## config.mk

```make
export PLATFORM = sky130hd
export DESIGN_NAME = uart_rx_fifo
export DESIGN_NICKNAME = d
export VERILOG_FILES = /design/src/rtl/uart_pkg.sv /design/src/rtl/byte_fifo.sv /design/src/rtl/uart_rx_fifo.sv
export SDC_FILE = /design/constraint.sdc
export NUM_CORES = 1
export LEC_CHECK = 0
export CELL_PAD_IN_SITES_DETAIL_PLACEMENT = 1
export CELL_PAD_IN_SITES_GLOBAL_PLACEMENT = 1
export CORE_AREA = 4 4 119 166
export DETAILED_ROUTE_END_ITERATION = 16
export DIE_AREA = 0 0 123 170
export DONT_BUFFER_PORTS = 1
export PLACE_DENSITY_LB_ADDON = 0.1
export SETUP_SLACK_MARGIN = 0.5
export SLEW_MARGIN = 15
export SYNTH_ARGS = -nofsm -noshare
export SYNTH_HDL_FRONTEND = slang
export SYNTH_SLANG_ARGS = --single-unit
```

## constraint.sdc

```tcl
create_clock -name clk -period 3.2 [get_ports clk]
set_input_delay 0.8 -clock clk [delete_from_list [all_inputs] [get_ports clk]]
set_output_delay 0.8 -clock clk [all_outputs]
set_load 0.02 [all_outputs]
```

## src/rtl/uart_pkg.sv

```systemverilog
// Shared constants, receiver state encoding and baud-divider helper for the UART receive path.
package uart_pkg;

    localparam int BITS_PER_FRAME = 10;  // start + 8 data + stop
    localparam int OVERSAMPLE     = 16;
    localparam int MID_SAMPLE     = 8;

    typedef enum logic [1:0] {
        IDLE  = 2'd0,
        START = 2'd1,
        DATA  = 2'd2,
        STOP  = 2'd3
    } rx_state_e;

    // Clocks per oversample tick; integer division, remainder is dropped.
    function automatic int calc_div(input int clk_freq, input int baud);
        return clk_freq / (baud * OVERSAMPLE);
    endfunction

endpackage

```

## src/rtl/byte_fifo.sv

```systemverilog
// Show-ahead byte FIFO with registered head, extended-pointer full/empty and sticky overflow.
module byte_fifo #(
    parameter int DEPTH_LOG2 = 4
) (
    input  logic                  clk,
    input  logic                  reset,
    input  logic                  wr_en,
    input  logic [7:0]            wr_data,
    input  logic                  rd_en,
    output logic [7:0]            q,
    output logic                  empty,
    output logic                  full,
    output logic [DEPTH_LOG2:0]   usedw,
    output logic                  overflow
);

    localparam int DEPTH = 1 << DEPTH_LOG2;

    logic [7:0]            mem [DEPTH];
    logic [DEPTH_LOG2:0]   wr_ptr;
    logic [DEPTH_LOG2:0]   rd_ptr;
    logic [DEPTH_LOG2:0]   rd_ptr_n;
    logic [DEPTH_LOG2-1:0] wr_idx;
    logic [DEPTH_LOG2-1:0] rd_idx_n;
    logic                  do_push;
    logic                  do_pop;
    logic [7:0]            q_n;

    assign wr_idx = wr_ptr[DEPTH_LOG2-1:0];
    assign empty  = (wr_ptr == rd_ptr);
    assign full   = (wr_ptr[DEPTH_LOG2] != rd_ptr[DEPTH_LOG2]) &&
                    (wr_ptr[DEPTH_LOG2-1:0] == rd_ptr[DEPTH_LOG2-1:0]);
    assign usedw  = wr_ptr - rd_ptr;

    // A pop on an empty FIFO is ignored; a push on a full FIFO only lands if the head leaves in the same cycle.
    assign do_pop   = rd_en && !empty;
    assign do_push  = wr_en && (!full || do_pop);
    assign rd_ptr_n = rd_ptr + (DEPTH_LOG2+1)'(do_pop);
    assign rd_idx_n = rd_ptr_n[DEPTH_LOG2-1:0];

    // Next head: bypass the incoming byte when it lands exactly where the head will point.
    always_comb begin
        q_n = mem[rd_idx_n];
        if (do_push && (wr_idx == rd_idx_n))
            q_n = wr_data;
    end

    // Storage array; no reset needed since q masks stale contents.
    always_ff @(posedge clk) begin
        if (do_push)
            mem[wr_idx] <= wr_data;
    end

    // Pointers, registered head mirror and sticky overflow.
    always_ff @(posedge clk or posedge reset) begin
        if (reset) begin
            wr_ptr   <= '0;
            rd_ptr   <= '0;
            q        <= '0;
            overflow <= 1'b0;
        end else begin
            if (do_push)
                wr_ptr <= wr_ptr + (DEPTH_LOG2+1)'(1);
            rd_ptr <= rd_ptr_n;
            q      <= q_n;
            if (wr_en && full && !do_pop)
                overflow <= 1'b1;
        end
    end

endmodule

```

## src/rtl/uart_rx_fifo.sv

```systemverilog
// 8N1 UART receiver (16x oversampled) feeding a show-ahead byte FIFO.
module uart_rx_fifo #(
    parameter int CLK_FREQ   = 50000000,
    parameter int BAUD       = 115200,
    parameter int OVERSAMPLE = 16,
    parameter int DEPTH_LOG2 = 4
) (
    input  logic                  clk,
    input  logic                  reset,
    input  logic                  rx,
    input  logic                  rdreq,
    output logic [7:0]            q,
    output logic                  empty,
    output logic                  full,
    output logic [DEPTH_LOG2:0]   usedw,
    output logic                  frame_err,
    output logic                  overflow
);

    import uart_pkg::*;

    localparam int DIV      = calc_div(CLK_FREQ, BAUD);
    localparam int CNT_W    = (DIV > 1) ? $clog2(DIV) : 1;
    localparam int LAST_BIT = BITS_PER_FRAME - 3;

    logic             rx_meta;
    logic             rx_s;
    logic [CNT_W-1:0] tick_cnt;
    logic             tick;

    rx_state_e        state,   state_n;
    logic [3:0]       s_cnt,   s_cnt_n;
    logic [2:0]       bit_idx, bit_idx_n;
    logic [7:0]       shreg,   shreg_n;
    logic             armed,   armed_n;
    logic             push;
    logic             fe_set;

    // Two-flop synchroniser; idles high so reset never looks like a start bit.
    always_ff @(posedge clk or posedge reset) begin
        if (reset) begin
            rx_meta <= 1'b1;
            rx_s    <= 1'b1;
        end else begin
            rx_meta <= rx;
            rx_s    <= rx_meta;
        end
    end

    // Free-running oversample tick divider.
    always_ff @(posedge clk or posedge reset) begin
        if (reset)
            tick_cnt <= '0;
        else if (tick)
            tick_cnt <= '0;
        else
            tick_cnt <= tick_cnt + CNT_W'(1);
    end

    assign tick = (tick_cnt == CNT_W'(DIV - 1));

    // Receiver state register plus registered framing-error pulse.
    always_ff @(posedge clk or posedge reset) begin
        if (reset) begin
            state     <= IDLE;
            s_cnt     <= '0;
            bit_idx   <= '0;
            shreg     <= '0;
            armed     <= 1'b1;
            frame_err <= 1'b0;
        end else begin
            state     <= state_n;
            s_cnt     <= s_cnt_n;
            bit_idx   <= bit_idx_n;
            shreg     <= shreg_n;
            armed     <= armed_n;
            frame_err <= fe_set;
        end
    end

    // Next-state logic; everything advances only on tick cycles.
    // After a bad stop bit the receiver stays disarmed until the line returns high,
    // so a held break is not mistaken for a stream of start bits.
    always_comb begin
        state_n   = state;
        s_cnt_n   = s_cnt;
        bit_idx_n = bit_idx;
        shreg_n   = shreg;
        armed_n   = armed;
        push      = 1'b0;
        fe_set    = 1'b0;
        if (tick) begin
            case (state)
                IDLE: begin
                    if (rx_s) begin
                        armed_n = 1'b1;
                    end else if (armed) begin
                        state_n = START;
                        s_cnt_n = '0;
                    end
                end
                START: begin
                    if (s_cnt == 4'(MID_SAMPLE - 1)) begin
                        s_cnt_n = '0;
                        if (!rx_s) begin
                            state_n   = DATA;
                            bit_idx_n = '0;
                        end else begin
                            state_n = IDLE;
                        end
                    end else begin
                        s_cnt_n = s_cnt + 4'd1;
                    end
                end
                DATA: begin
                    if (s_cnt == 4'(OVERSAMPLE - 1)) begin
                        s_cnt_n = '0;
                        shreg_n = {rx_s, shreg[7:1]};
                        if (bit_idx == 3'(LAST_BIT))
                            state_n = STOP;
                        else
                            bit_idx_n = bit_idx + 3'd1;
                    end else begin
                        s_cnt_n = s_cnt + 4'd1;
                    end
                end
                STOP: begin
                    if (s_cnt == 4'(OVERSAMPLE - 1)) begin
                        s_cnt_n = '0;
                        state_n = IDLE;
                        if (rx_s) begin
                            push = 1'b1;
                        end else begin
                            fe_set  = 1'b1;
                            armed_n = 1'b0;
                        end
                    end else begin
                        s_cnt_n = s_cnt + 4'd1;
                    end
                end
                default: state_n = IDLE;
            endcase
        end
    end

    byte_fifo #(
        .DEPTH_LOG2(DEPTH_LOG2)
    ) u_fifo (
        .clk      (clk),
        .reset    (reset),
        .wr_en    (push),
        .wr_data  (shreg),
        .rd_en    (rdreq),
        .q        (q),
        .empty    (empty),
        .full     (full),
        .usedw    (usedw),
        .overflow (overflow)
    );

endmodule

```

==> impl_metrics.yaml <==
worst_setup_path:
  crit_arrival_ns: 3.22
  end_kind: "register"
  crit_type: "register to register"
  rrSetupSlack_ns: 0.29
  endpoint: "u_fifo.q[3]"
  r2r-start: "u_fifo.wr_ptr[2]"
  ff2ff_path_depth: 11
  path_max_fanout: 6
  r2r_end: "u_fifo.q[3]"
  start_kind: "register"
  cp.required_ns: 3.51
  crit_start: "u_fifo.wr_ptr[2]"
clocking:
  cts_buffer_depth: 2
  clk_pin_slew_ns: 0.07
  cts_hold_buffers: 0
  numCtsBuffers: 17
  cts_tree: "built"
  htreeDepth: 4
  cts_root_buf: "clkbuf_16"
  insertion_delay_ns: 0.42
  cts_sinks: 173
synthesis:
  yosys-top-cells-area: "edfxtp_1 (54%), dfrtp_1 (15%), mux4_2 (10%), mux2i_1 (3.3%), mux2_2 (3.1%)"
  synth_top_family_by_area: "multiplexers"
  synthMuxAreaShare_pct: 16.5
  yosys.area.top_type_share_pct: 53.6
  syn_avg_cell_area_sq_um: 17.5
  synthMostInstantiatedCell: "edfxtp_1"
  yosys.area_share.simple_pct: 4.92
  syn_area_sq_um: 7170
  synth_compound_area_share_pct: 1.76
  netlist.top_cell.by_area: "edfxtp_1"
  yosysSeqAreaShare_pct: 69.3
  netlist_instances: 409
  synthXorXnorAreaFrac_pct: 2.69
  synthesis.nets: 429
  synth_edf_count: 128
  ys_warn_count: 0
  ys_ff_latch: 173
  synth-main-ff-cell: "edfxtp_1"
  ys_top_cells_by_count: "edfxtp_1 (128), dfrtp_1 (42), mux4_2 (32)"
  yosys.area_share.adder_pct: 2.90
  synth-async-reset-ratio_pct: 26.0
  yosysUniqueCellTypes: 38
cells_and_area:
  final_nets: 491
  drive_above_1_share_pct: 36.4
  fin_util_pct: 47.8
  syn_to_final_growth_pct: 22.5
  stdcell_count: 728
  diodes: 0
routing:
  ant_nets: 0
  drc: 0
  dr_total_vias: 3683
  first_pass_iters: 4
  first_iter_violations: 260
  routed_wirelength_mm: 16.1
  vias_per_cell: 5.06
  wl_per_cell_um: 22.1
sta:
  period_share_pct: 91.0
  fmax_mhz: 343
  worst_pin_slew_ns: 0.672
  maxSlewHeadroom_pct: 55.2
  report.final.slew_viol_count: 0
  finClkSkew_ns: 0.00665
  rsz0062_at_grt: "true"
  setup_slack_ns: 0.289
  holdWs_ns: 0.363
  finalSetupViolations: 0
  period_needed_ns: 2.91
  setup_tns_ns: 0
  hold_viol: 0
power_and_ir_drop:
  p_sw_w: 0.00183
  total_leakage_power_nw: 3.57
  combPwrFrac_pct: 29.3
  swShare_pct: 28.3
  pwr-share-seq_pct: 38.0
  powerDensity_nw_per_um2: 736
  max-vdd-ir-drop_mv: 0.470
  power_frac_clock_pct: 32.7
  p_int_w: 0.00464
floorplanning:
  initial_core_util_pct: 39.0
  rows: 59
  io_pins: 21
  core_area_sq_um: 18400
  fp.dieArea_sq_um: 20900
  fp.dieW_um: 123
  fp.dieH_um: 170
outcome:
  status: "complete, no violations"
hold_path:
  worstHoldStart: "rx_meta"
  hold_path.class: "register to register"
job:
  cap_violations: 0
global_route:
  grt_usage_pct: 16.7
  antenna_found_initial: 0
  grt_max_degree: 46
  overflow: 0
  grt_pass1_vias: 4207
  grt_first_pass_wirelength_mm: 25.0
place:
  finalWeightedCongestion: 0.781
  portBuffers: 0
  hpwl_mm: 10.2
  place_ws_ns: 0.0760
  place_inst: 671
==> cell usage in the layout (no fill, tap or decap), types with 3 or more instances in the layout <==
| cell | Yosys | layout |
|---|---|---|
| mux2i_2 | 0 | 4 |
| bufinv_16 | 0 | 3 |
| ha_1 | 15 | 9 |
| nand2_1 | 13 | 13 |
| buf_4 | 1 | 41 |
| inv_1 | 19 | 12 |
| nand3_1 | 6 | 6 |
| mux2i_1 | 24 | 20 |
| edfxtp_1 | 128 | 128 |
| nand4_1 | 4 | 4 |
| nor3_1 | 7 | 6 |
| dfrtp_1 | 42 | 40 |
| clkinv_2 | 0 | 3 |
| buf_12 | 0 | 4 |
| ha_4 | 0 | 6 |
| nand2b_1 | 3 | 3 |
| mux2_4 | 0 | 4 |
| mux2_2 | 20 | 16 |
| a21oi_1 | 4 | 3 |
| clkinv_4 | 0 | 4 |
| xnor2_1 | 11 | 9 |
| buf_6 | 0 | 7 |
| buf_16 | 0 | 4 |
| nor2_1 | 28 | 26 |
| inv_2 | 0 | 7 |
| dfstp_2 | 3 | 3 |
| mux4_2 | 32 | 32 |
| xor2_1 | 6 | 6 |
| clkbuf_16 | 0 | 17 |
| o21ai_0 | 10 | 10 |
==> routing by layer <==
layer / global-route usage, % / vias to the layer above / share of wire, %
li1: - / 1678 / -
met1: 19.7 / 1943 / 41
met2: 30.1 / 44 / 55
met3: 3.13 / 18 / 2.2
met4: 5.88 / 0 / 1.6
met5: 0 / - / 0
==> power by group through the flow <==
stage          Combinational [W]  Sequential (W)  Clock (W)
2_1_floorplan            0.00113         0.00251          0
3_3_place_gp             0.00139         0.00250          0
3_5_place_dp             0.00141         0.00250          0
4_1_cts                  0.00188         0.00245    0.00216
5_1_grt                  0.00201         0.00246    0.00226
6_report                 0.00189         0.00245    0.00212
==> repair_timing <==
| item | in CTS | in global routing |
|---|---|---|
| setup endpoints to repair | 10 | 139 |
| gates cloned | 4 | 0 |
| resized for setup | 18 | 20 |
| setup buffers | 12 | 9 |
| pin swaps | 8 | 8 |
==> critical path: stages (launching register included) <==
cell,delay (ns)
dfrtp_1,0.42
ha_4,0.29
nand4_1,0.18
nor2_4,0.16
nor2b_2,0.06
ha_4,0.36
buf_12,0.13
buf_16,0.11
mux4_2,0.51
mux2i_2,0.21
mux2i_1,0.11
mux2_4,0.26
==> cell families after synthesis <==
logic type / count (synthesis)
buf+inv: 33
xor+xnor: 19
simple gates: 71
fa+ha+maj: 16
mux: 76
compound gates: 21
flops: 173
==> area by class of cell <==
class / instances / area [sq um]
clock inverters: 14 / 168
clock buffers: 18 / 439
multi-input cells: 203 / 2230
well taps: 244 / 305
fillers: 1743 / 9600
repair buffers: 57 / 592
inverters: 19 / 71.3
flip-flops and latches: 173 / 4980
==> registers in the layout (all words and copies together) (netlist names), 3 cells and up, named ones only <==
register	flops
tick_cnt	5
s_cnt	4
u_fifo.wr_ptr	5
u_fifo.q	8
u_fifo.mem	128
shreg	8
u_fifo.rd_ptr	5
bit_idx	3
==> per-stage QoR <==
stage	area (sq um)	total power (W)
detailed placement	7760	0.00390
global route	8780	0.00673
global placement	7760	0.00389
floorplan	7320	0.00363
finish	8780	0.00647
CTS	8660	0.00650
==> worst min-delay path by stage <==
stage                     endpoint  slack, ns  depth (start not counted)
after global placement        rx_s       0.35                          0
after detailed placement      rx_s       0.35                          0
after CTS                  rx_meta       0.35                          0
after global routing       rx_meta       0.34                          0
after floorplan               rx_s       0.35                          0
final                         rx_s       0.36                          0
(Power assumes the default switching activity.)
